[src/rtl/mam_mem_responder.sv]
// Memory-side responder for the MAM request interface: serves single and burst
// read/write requests from a synchronous single-port SRAM with 1-cycle read latency.
module mam_mem_responder #(
    parameter int unsigned           DATA_WIDTH = 64,
    parameter int unsigned           ADDR_WIDTH = 64,
    parameter int unsigned           MEM_AW     = 10,
    parameter logic [ADDR_WIDTH-1:0] BASE_ADDR  = '0
) (
    input  logic                    clk,
    input  logic                    rst,
    input  logic                    req_valid,
    output logic                    req_ready,
    input  logic                    req_rw,
    input  logic [ADDR_WIDTH-1:0]   req_addr,
    input  logic                    req_burst,
    input  logic [13:0]             req_beats,
    input  logic                    write_valid,
    output logic                    write_ready,
    input  logic [DATA_WIDTH-1:0]   write_data,
    input  logic [DATA_WIDTH/8-1:0] write_strb,
    output logic                    read_valid,
    input  logic                    read_ready,
    output logic [DATA_WIDTH-1:0]   read_data,
    output logic                    mem_en,
    output logic                    mem_we,
    output logic [MEM_AW-1:0]       mem_addr,
    output logic [DATA_WIDTH-1:0]   mem_wdata,
    output logic [DATA_WIDTH/8-1:0] mem_wstrb,
    input  logic [DATA_WIDTH-1:0]   mem_rdata,
    output logic                    busy,
    output logic                    err
);

    localparam int unsigned STRB_W   = DATA_WIDTH / 8;
    localparam int unsigned BYTE_SH  = $clog2(STRB_W);
    localparam int unsigned RANGE_SH = MEM_AW + BYTE_SH;
    localparam int unsigned BEAT_W   = 14;

    localparam logic [2:0] S_IDLE    = 3'd0;
    localparam logic [2:0] S_WR      = 3'd1;
    localparam logic [2:0] S_RD_ADDR = 3'd2;
    localparam logic [2:0] S_RD_WAIT = 3'd3;
    localparam logic [2:0] S_RD_DATA = 3'd4;

    logic [2:0]            state, state_nxt;
    logic [ADDR_WIDTH-1:0] cur_addr, cur_addr_nxt;
    logic [BEAT_W-1:0]     remaining, remaining_nxt;
    logic [DATA_WIDTH-1:0] hold, hold_nxt;
    logic [ADDR_WIDTH-1:0] offset;
    logic                  in_range;

    // Range test by shifting the offset so the SRAM size never has to be materialised.
    assign offset    = cur_addr - BASE_ADDR;
    assign in_range  = (cur_addr >= BASE_ADDR) && ((offset >> RANGE_SH) == '0);
    assign mem_addr  = MEM_AW'(offset >> BYTE_SH);
    assign mem_wdata = write_data;
    assign mem_wstrb = write_strb;
    assign read_data = hold;

    // State, beat bookkeeping and registered handshake/status outputs.
    always_ff @(posedge clk or posedge rst) begin
        if (rst) begin
            state       <= S_IDLE;
            cur_addr    <= '0;
            remaining   <= '0;
            hold        <= '0;
            req_ready   <= 1'b0;
            busy        <= 1'b0;
            write_ready <= 1'b0;
            read_valid  <= 1'b0;
        end else begin
            state       <= state_nxt;
            cur_addr    <= cur_addr_nxt;
            remaining   <= remaining_nxt;
            hold        <= hold_nxt;
            req_ready   <= (state_nxt == S_IDLE);
            busy        <= (state_nxt != S_IDLE);
            write_ready <= (state_nxt == S_WR);
            read_valid  <= (state_nxt == S_RD_DATA);
        end
    end

    // Next-state logic; SRAM strobes and err are same-cycle by design.
    always_comb begin
        state_nxt     = state;
        cur_addr_nxt  = cur_addr;
        remaining_nxt = remaining;
        hold_nxt      = hold;
        mem_en        = 1'b0;
        mem_we        = 1'b0;
        err           = 1'b0;
        case (state)
            S_IDLE: begin
                if (req_valid && req_ready) begin
                    cur_addr_nxt  = req_addr;
                    remaining_nxt = (req_burst && (req_beats != '0)) ? req_beats : BEAT_W'(1);
                    state_nxt     = req_rw ? S_WR : S_RD_ADDR;
                end
            end
            S_WR: begin
                if (write_valid) begin
                    mem_en        = in_range;
                    mem_we        = 1'b1;
                    err           = !in_range;
                    cur_addr_nxt  = cur_addr + ADDR_WIDTH'(STRB_W);
                    remaining_nxt = remaining - BEAT_W'(1);
                    if (remaining == BEAT_W'(1)) begin
                        state_nxt = S_IDLE;
                    end
                end
            end
            S_RD_ADDR: begin
                mem_en    = in_range;
                state_nxt = S_RD_WAIT;
            end
            S_RD_WAIT: begin
                hold_nxt  = in_range ? mem_rdata : '0;
                err       = !in_range;
                state_nxt = S_RD_DATA;
            end
            S_RD_DATA: begin
                if (read_ready) begin
                    cur_addr_nxt  = cur_addr + ADDR_WIDTH'(STRB_W);
                    remaining_nxt = remaining - BEAT_W'(1);
                    state_nxt     = (remaining == BEAT_W'(1)) ? S_IDLE : S_RD_ADDR;
                end
            end
            default: state_nxt = S_IDLE;
        endcase
    end

endmodule

[config.mk]
export PLATFORM = sky130hd
export DESIGN_NAME = mam_mem_responder
export DESIGN_NICKNAME = d
export VERILOG_FILES = /design/src/rtl/mam_mem_responder.sv
export SDC_FILE = /design/constraint.sdc
export NUM_CORES = 1
export LEC_CHECK = 0
export ABC_AREA = 1
export CAP_MARGIN = 20
export CORE_AREA = 3 3 177 136
export DETAILED_ROUTE_END_ITERATION = 12
export DIE_AREA = 0 0 180 139
export PLACE_DENSITY = 0.81
export SYNTH_ARGS = -nofsm -noshare
export SYNTH_HDL_FRONTEND = slang
export SYNTH_SLANG_ARGS = --single-unit
[constraint.sdc]
create_clock -name clk -period 5.95 [get_ports clk]
set_clock_uncertainty 0.2 [all_clocks]
set_input_delay 0.8925 -clock clk [delete_from_list [all_inputs] [get_ports clk]]
set_output_delay 0.8925 -clock clk [all_outputs]
set_load 0.02 [all_outputs]
==> results of run 1 <==
-- kinds of logic (layout without fill, tap and decap cells) --
kind of cell | Yosys count | after routing | synth area share, %
flops | 146 | 146 | 35.55
fa+ha+maj | 3 | 3 | 0.3653
simple gates | 1063 | 1063 | 44.28
buf+inv | 269 | 395 | 13.81
xor+xnor | 10 | 10 | 0.8522
compound gates | 97 | 97 | 5.150
-- path summary, 6_finish.rpt --
| kind | start | end | slack [ns] |
|---|---|---|---|
| worst min-delay path | read_data[13]$_DFFE_PP0P_ | read_data[13]$_DFFE_PP0P_ | 0.28 |
| max in group asynchronous | rst | cur_addr[12]$_DFFE_PP0P_ | 3.75 |
| min in group asynchronous | rst | req_ready$_DFF_PP0_ | 0.56 |
| worst min register to register | read_data[13]$_DFFE_PP0P_ | read_data[13]$_DFFE_PP0P_ | 0.28 |
| worst max register to register | state[0]$_DFF_PP0_ | cur_addr[19]$_DFFE_PP0P_ | 2.35 |
| worst max-delay path | cur_addr[49]$_DFFE_PP0P_ | mem_en | 2.17 |
-- synth_stat cells (3+ instances only) --
cell,instances
sky130_fd_sc_hd__inv_2,3
sky130_fd_sc_hd__nor3_1,16
sky130_fd_sc_hd__o21ai_0,36
sky130_fd_sc_hd__xor2_1,6
sky130_fd_sc_hd__nand3b_1,66
sky130_fd_sc_hd__buf_4,90
sky130_fd_sc_hd__nand2_1,611
sky130_fd_sc_hd__nand4_1,23
sky130_fd_sc_hd__nor2_1,226
sky130_fd_sc_hd__xnor2_1,4
sky130_fd_sc_hd__a22oi_1,3
sky130_fd_sc_hd__nor2_4,6
sky130_fd_sc_hd__o21ai_1,16
sky130_fd_sc_hd__nand2_2,3
sky130_fd_sc_hd__inv_1,124
sky130_fd_sc_hd__clkbuf_1,15
sky130_fd_sc_hd__nor2_2,8
sky130_fd_sc_hd__buf_6,4
sky130_fd_sc_hd__or2_2,6
sky130_fd_sc_hd__nand3_1,89
sky130_fd_sc_hd__a21oi_1,24
sky130_fd_sc_hd__dfrtp_1,146
sky130_fd_sc_hd__o22ai_1,6
sky130_fd_sc_hd__ha_1,3
sky130_fd_sc_hd__buf_2,33
sky130_fd_sc_hd__o211ai_1,6
-- worst max-delay path, delay by kind of cell (launching register included) --
kind	cells	cell delay, ns
flops	1	0.46
simple gates	5	0.98
buf+inv	1	0.65
compound gates	1	0.15
-- registers in the layout (all words and copies together), names as in the netlist --
| name | count |
|---|---|
| remaining | 14 |
| write_ready | 1 |
| req_ready | 1 |
| cur_addr | 61 |
| busy | 1 |
| state | 3 |
| read_data | 64 |
| read_valid | 1 |
-- per-stage QoR --
step | hold slack [ns] | setup slack [ns]
after floorplan | 0.2488 | 0.9345
after global placement | 0.2614 | 2.412
after detailed placement | 0.2647 | 2.391
after CTS | 0.2840 | 2.126
after global routing | 0.3010 | 2.042
final | 0.2832 | 2.174
-- cell usage in the layout (no fill, tap or decap), types with 7 or more instances in the layout --
master	synthesis	final
sky130_fd_sc_hd__clkdlybuf4s50_1	0	226
sky130_fd_sc_hd__dfrtp_1	146	146
sky130_fd_sc_hd__nor2_1	226	225
sky130_fd_sc_hd__inv_1	124	122
sky130_fd_sc_hd__a21oi_1	24	24
sky130_fd_sc_hd__clkbuf_16	0	17
sky130_fd_sc_hd__nand2_1	611	610
sky130_fd_sc_hd__o21ai_1	16	16
sky130_fd_sc_hd__nor2_4	6	8
sky130_fd_sc_hd__nand4_1	23	23
sky130_fd_sc_hd__nand3b_1	66	66
sky130_fd_sc_hd__nor3_1	16	15
sky130_fd_sc_hd__nor2_2	8	7
sky130_fd_sc_hd__nand3_1	89	89
sky130_fd_sc_hd__o21ai_0	36	36
sky130_fd_sc_hd__buf_4	90	9
-- layer usage --
metal	up-vias	track usage, %
li1	5119	-
met1	4847	37.33
met2	405	40.77
met3	56	8.731
met4	2	8.015
met5	-	0
-- final cells by class --
| class | count | area [um2] |
|---|---|---|
| repair buffers | 236 | 2357 |
| flip-flops and latches | 146 | 3654 |
| fillers | 2178 | 9927 |
| clock buffers | 19 | 442.9 |
| multi-input cells | 1173 | 5230 |
| inverters | 127 | 481.7 |
| clock inverters | 13 | 173.9 |
| well taps | 300 | 375.4 |
-- power by group --
part           switching [mW]  internal (mW)  total, mW
sequential              0.369           1.38       1.75
combinational            1.02          0.822       1.84
clock                   0.482          0.681       1.16
==> impl_metrics.xml, run 1 <==
<?xml version="1.0" encoding="UTF-8"?>
<metrics>
  <group name="drt">
    <metric name="drt_first_pass_iters" unit="">5</metric>
    <metric name="met3_length" unit="um">2812</metric>
    <metric name="met1_wirelength" unit="um">15590</metric>
    <metric name="detailroute.via_count" unit="">10430</metric>
    <metric name="vias_per_cell" unit="">5.178</metric>
    <metric name="drt.antenna.violating_nets" unit="">0</metric>
    <metric name="top_signal_layer_used" unit="">met5</metric>
    <metric name="drt_drc_violations_left" unit="">0</metric>
    <metric name="drt-wirelength-per-cell" unit="um">16.93</metric>
    <metric name="sum_of_met2_wire_segment_lengths_after_detailed_routing" unit="um">14860</metric>
    <metric name="initialDrtViolationCount" unit="">843</metric>
    <metric name="routed_wirelength" unit="um">34100</metric>
  </group>
  <group name="setup_path">
    <metric name="path_common_cell" unit="">sky130_fd_sc_hd__nand2_1</metric>
    <metric name="startpoint_type" unit="">flop</metric>
    <metric name="r2r.worst_path.cells" unit="">11</metric>
    <metric name="crit_fanout" unit="">8</metric>
    <metric name="critPathArrivalTime" unit="ns">2.68</metric>
    <metric name="required" unit="ns">4.86</metric>
    <metric name="crit_slowest_cell" unit="">sky130_fd_sc_hd__clkdlybuf4s50_1</metric>
    <metric name="critical_path.endpoint_type" unit="">output pin</metric>
    <metric name="crit_chain" unit="">or2_0 &gt; nor3_1 &gt; nand2_1 &gt; nor2_4 &gt; nand2_1 &gt; a21oi_1 &gt; clkdlybuf4s50_1</metric>
    <metric name="cpPeakStageDelay" unit="ns">0.65</metric>
    <metric name="critPathKind" unit="">reg2out</metric>
  </group>
  <group name="final_layout">
    <metric name="fin_nets" unit="">1925</metric>
    <metric name="utilization" unit="%">56.16</metric>
    <metric name="final_area" unit="um2">12710</metric>
    <metric name="final_cell_count_no_fill" unit="">2014</metric>
    <metric name="final_layout_size_suffix_gt1_share" unit="%">4.434</metric>
    <metric name="syn_to_final_growth" unit="%">23.72</metric>
    <metric name="diodes" unit="">0</metric>
  </group>
  <group name="placed_design">
    <metric name="gpl.final_weighted_congestion" unit="">0.9893</metric>
    <metric name="placement.io_buffers" unit="">226</metric>
    <metric name="hpwlAfterDp" unit="um">25230</metric>
    <metric name="post_dp_cell_area" unit="um2">12070</metric>
    <metric name="numPlacedInstances" unit="">1981</metric>
  </group>
  <group name="synthesis">
    <metric name="synthesis.area" unit="um2">10280</metric>
    <metric name="synth_top_cell_area_share" unit="%">35.55</metric>
    <metric name="synth-seq-area-share" unit="%">35.55</metric>
    <metric name="syn_inst" unit="">1588</metric>
    <metric name="syn_avg_cell_area" unit="um2">6.472</metric>
    <metric name="synth.ff_latch_count" unit="">146</metric>
    <metric name="synth_enable_flop_cells" unit="">0</metric>
    <metric name="ys_async_sr_fraction" unit="%">100.0</metric>
    <metric name="synth-warning-count" unit="">0</metric>
    <metric name="post_synth_num_cell_types" unit="">36</metric>
    <metric name="synth_largest_area_cell" unit="">sky130_fd_sc_hd__dfrtp_1</metric>
    <metric name="syn-num-nets" unit="">1812</metric>
    <metric name="synth_top_cells_by_area" unit="">sky130_fd_sc_hd__dfrtp_1 (36%), sky130_fd_sc_hd__nand2_1 (22%), sky130_fd_sc_hd__nor2_1 (8.3%)</metric>
    <metric name="synthFlopType" unit="">sky130_fd_sc_hd__dfrtp_1</metric>
  </group>
  <group name="power">
    <metric name="power_density" unit="nW/um2">374.2</metric>
    <metric name="total_power" unit="mW">4.757</metric>
    <metric name="p_leak" unit="nW">5.876</metric>
    <metric name="vdd_drop_max" unit="V">0.0002727</metric>
  </group>
  <group name="grt">
    <metric name="grt_pass1_wl" unit="um">54250</metric>
    <metric name="grt_remaining_overflow" unit="">0</metric>
    <metric name="antenna_found_initial" unit="">1</metric>
    <metric name="grt_pass1_vias" unit="">10110</metric>
    <metric name="grt_use_total" unit="%">27.05</metric>
    <metric name="grt_start_max_net_pins" unit="">114</metric>
  </group>
  <group name="clock_network">
    <metric name="cts-htree-levels" unit="">4</metric>
    <metric name="cts-buffers-inserted" unit="">17</metric>
    <metric name="clock_path_buffers" unit="">2</metric>
    <metric name="post-cts-setup-buffers" unit="">0</metric>
    <metric name="insertion_delay" unit="ns">0.44</metric>
    <metric name="clkTransAtPathRegs" unit="ns">0.06</metric>
    <metric name="cts_tree" unit="">built</metric>
    <metric name="post_cts_resized" unit="">0</metric>
    <metric name="clockRootBuffer" unit="">sky130_fd_sc_hd__clkbuf_16</metric>
    <metric name="post_cts_hold_buffer_count" unit="">0</metric>
    <metric name="clock_sink_count" unit="">146</metric>
  </group>
  <group name="flow_run">
    <metric name="drv_cap" unit="">0</metric>
  </group>
  <group name="sta">
    <metric name="worst_slew_pin_slew" unit="ns">0.8122</metric>
    <metric name="max_slew_violation_count" unit="">0</metric>
    <metric name="timing.max_slew.rel_slack" unit="%">45.85</metric>
    <metric name="hold_viol_final" unit="">0</metric>
    <metric name="finalSetupTns" unit="ns">0</metric>
    <metric name="final_min_period_over_clock_period" unit="%">63.45</metric>
    <metric name="setup-violations-final" unit="">0</metric>
    <metric name="setup_repair_after_global_routing_missed_its_margin" unit="">false</metric>
    <metric name="final.min_clock_period" unit="ns">3.776</metric>
    <metric name="max_clock_freq" unit="GHz">0.2649</metric>
  </group>
  <group name="floorplan">
    <metric name="pin_count" unit="">374</metric>
    <metric name="design.die.area" unit="um2">25020</metric>
    <metric name="dieWidth" unit="um">180</metric>
    <metric name="core.rowCount" unit="">48</metric>
    <metric name="die_height" unit="um">139</metric>
    <metric name="start_util" unit="%">45.39</metric>
    <metric name="core_region_area" unit="um2">22640</metric>
  </group>
  <group name="worst_hold_path">
    <metric name="hold_path_class" unit="">reg2reg</metric>
    <metric name="holdPathStages" unit="">2</metric>
  </group>
  <group name="status">
    <metric name="outcome" unit="">completed</metric>
  </group>
</metrics>
No activity file was read; power rests on OpenSTA's default activity.
==> inputs of run 2 (changes only) <==
--- a/config.mk
+++ b/config.mk
@@ -7,10 +7,10 @@
 export LEC_CHECK = 0
 export ABC_AREA = 1
 export CAP_MARGIN = 20
-export CORE_AREA = 3 3 177 136
+export CORE_AREA = 3 3 185 142
 export DETAILED_ROUTE_END_ITERATION = 12
-export DIE_AREA = 0 0 180 139
-export PLACE_DENSITY = 0.81
+export DIE_AREA = 0 0 188 145
+export PLACE_DENSITY = 0.78
 export SYNTH_ARGS = -nofsm -noshare
 export SYNTH_HDL_FRONTEND = slang
 export SYNTH_SLANG_ARGS = --single-unit
==> constraint.sdc (replaced) <==
create_clock -name clk -period 3.2 [get_ports clk]
set_clock_uncertainty 0.2 [all_clocks]
set_input_delay 0.48 -clock clk [delete_from_list [all_inputs] [get_ports clk]]
set_output_delay 0.48 -clock clk [all_outputs]
set_load 0.02 [all_outputs]
==> impl_metrics.xml, run 2 (synthesized netlist as in run 1, its figures left out) <==
<?xml version="1.0" encoding="UTF-8"?>
<metrics>
  <group name="sta">
    <metric name="max_clock_freq" unit="GHz">0.3362</metric>
    <metric name="finalSetupTns" unit="ns">0</metric>
    <metric name="timing.max_slew.rel_slack" unit="%">45.17</metric>
    <metric name="hold_viol_final" unit="">0</metric>
    <metric name="worst_slew_pin_slew" unit="ns">0.8224</metric>
    <metric name="max_slew_violation_count" unit="">0</metric>
    <metric name="setup_repair_after_global_routing_missed_its_margin" unit="">false</metric>
    <metric name="setup-violations-final" unit="">0</metric>
    <metric name="final_min_period_over_clock_period" unit="%">92.96</metric>
    <metric name="final.min_clock_period" unit="ns">2.975</metric>
    <metric name="finalHoldWorstSlack" unit="ns">0.2798</metric>
  </group>
  <group name="floorplan">
    <metric name="core.rowCount" unit="">50</metric>
    <metric name="start_util" unit="%">41.59</metric>
    <metric name="design.die.area" unit="um2">27260</metric>
    <metric name="pin_count" unit="">374</metric>
    <metric name="die_height" unit="um">145</metric>
    <metric name="core_region_area" unit="um2">24710</metric>
    <metric name="dieWidth" unit="um">188</metric>
  </group>
  <group name="final_layout">
    <metric name="largest_reg_flops" unit="">64</metric>
    <metric name="syn_to_final_growth" unit="%">23.97</metric>
    <metric name="layout_common_cells" unit="">sky130_fd_sc_hd__nand2_1 (610), sky130_fd_sc_hd__nor2_1 (225), sky130_fd_sc_hd__clkdlybuf4s50_1 (224), sky130_fd_sc_hd__dfrtp_1 (146), sky130_fd_sc_hd__inv_1 (122)</metric>
    <metric name="fin_nets" unit="">1926</metric>
    <metric name="final_layout_size_suffix_gt1_share" unit="%">4.490</metric>
    <metric name="layout.cells.most_common" unit="">sky130_fd_sc_hd__nand2_1</metric>
  </group>
  <group name="placed_design">
    <metric name="gpl.final_weighted_congestion" unit="">0.9392</metric>
    <metric name="hpwlAfterDp" unit="um">25200</metric>
    <metric name="placement.io_buffers" unit="">226</metric>
  </group>
  <group name="clock_network">
    <metric name="insertion_delay" unit="ns">0.44</metric>
    <metric name="clock_sink_count" unit="">146</metric>
    <metric name="cts-htree-levels" unit="">4</metric>
    <metric name="post_cts_resized" unit="">2</metric>
    <metric name="cts-buffers-inserted" unit="">17</metric>
    <metric name="post_cts_hold_buffer_count" unit="">0</metric>
    <metric name="clkTransAtPathRegs" unit="ns">0.07</metric>
    <metric name="post-cts-setup-buffers" unit="">0</metric>
    <metric name="cts_tree" unit="">built</metric>
    <metric name="clockRootBuffer" unit="">sky130_fd_sc_hd__clkbuf_16</metric>
    <metric name="clock_path_buffers" unit="">2</metric>
  </group>
  <group name="grt">
    <metric name="grt_pass1_vias" unit="">9868</metric>
    <metric name="grt_pass1_wl" unit="um">53920</metric>
    <metric name="grt_remaining_overflow" unit="">0</metric>
    <metric name="grt_use_total" unit="%">24.94</metric>
    <metric name="grt_start_max_net_pins" unit="">147</metric>
    <metric name="antenna_found_initial" unit="">3</metric>
  </group>
  <group name="drt">
    <metric name="routed_wirelength" unit="um">34360</metric>
    <metric name="vias_per_cell" unit="">5.069</metric>
    <metric name="initialDrtViolationCount" unit="">941</metric>
    <metric name="detailroute.via_count" unit="">10410</metric>
    <metric name="drt-wirelength-per-cell" unit="um">16.73</metric>
    <metric name="drt_drc_violations_left" unit="">0</metric>
    <metric name="drt_first_pass_iters" unit="">6</metric>
    <metric name="drt.antenna.violating_nets" unit="">0</metric>
  </group>
  <group name="power">
    <metric name="p_leak" unit="nW">5.854</metric>
    <metric name="power_density" unit="nW/um2">674.2</metric>
    <metric name="vdd_drop_max" unit="V">0.0004571</metric>
  </group>
  <group name="setup_path">
    <metric name="critical_path.endpoint_type" unit="">output pin</metric>
    <metric name="critPathArrivalTime" unit="ns">2.29</metric>
    <metric name="startpoint_type" unit="">flop</metric>
    <metric name="required" unit="ns">2.52</metric>
    <metric name="crit_fanout" unit="">11</metric>
    <metric name="critPathKind" unit="">reg2out</metric>
  </group>
  <group name="worst_hold_path">
    <metric name="hold_path_class" unit="">reg2reg</metric>
  </group>
  <group name="status">
    <metric name="outcome" unit="">completed</metric>
  </group>
  <group name="flow_run">
    <metric name="drv_cap" unit="">0</metric>
  </group>
</metrics>
-- run 2: cell type report --
| type | count | area (um2) |
|---|---|---|
| fillers | 2417 | 11970 |
| multi-input cells | 1173 | 5235 |
| flip-flops and latches | 146 | 3654 |
| repair buffers | 237 | 2392 |
| inverters | 127 | 480.5 |
| clock buffers | 20 | 456.7 |
| well taps | 338 | 422.9 |
| clock inverters | 12 | 97.59 |
| diodes | 1 | 2.502 |
-- run 2: routing by layer --
metal	vias up	global-route usage, %	wire, um	part of all wire [%]
met3	46	7.826	3307	9.6
li1	5120	-	-	-
met2	482	37.62	15000	44
met4	4	6.862	659	1.9
met5	-	0	27	0.079
met1	4760	34.57	15370	45
-- run 2: worst paths after layout --
check	start	end	slack (ns)	cells past startpoint
worst max-delay path	cur_addr[49]$_DFFE_PP0P_	err	0.23	7
worst min-delay path	read_data[29]$_DFFE_PP0P_	read_data[29]$_DFFE_PP0P_	0.28	2
worst max register to register	cur_addr[3]$_DFFE_PP0P_	cur_addr[61]$_DFFE_PP0P_	0.68	10
worst min register to register	read_data[29]$_DFFE_PP0P_	read_data[29]$_DFFE_PP0P_	0.28	2
max in group asynchronous	rst	cur_addr[48]$_DFFE_PP0P_	1.76	3
min in group asynchronous	rst	read_data[59]$_DFFE_PP0P_	0.44	3
-- run 2: metrics by stage --
stage | setup WS (ns) | total power, mW | instances | instance area [um2] | utilization [%]
after floorplan | 0.6870 | 5.179 | 1588 | 10280 | -
after global placement | 0.4586 | 6.552 | 2021 | 12190 | 49.32
after detailed placement | 0.4708 | 6.639 | 2021 | 12190 | 49.32
after CTS | 0.2086 | 8.626 | 2053 | 12740 | 51.55
after global routing | 0.05197 | 9.128 | 2054 | 12740 | 51.56
final | 0.2254 | 8.590 | 2054 | 12740 | 51.56
-- run 2: worst max-delay path, stage by stage, from the launching register on --
cell,delay (ns)
sky130_fd_sc_hd__dfrtp_1,0.44
sky130_fd_sc_hd__or2_0,0.24
sky130_fd_sc_hd__nor3_1,0.22
sky130_fd_sc_hd__nand2_1,0.12
sky130_fd_sc_hd__nor2_4,0.20
sky130_fd_sc_hd__buf_4,0.21
sky130_fd_sc_hd__a22oi_1,0.08
sky130_fd_sc_hd__dlygate4sd2_1,0.33
-- run 2: power by group --
group          leakage, nW  internal [mW]  total, mW  switching [mW]
Combinational         3.83           1.53       3.42            1.89
Clock                0.258           1.05       1.94           0.890
Sequential            1.76           2.57       3.23           0.661
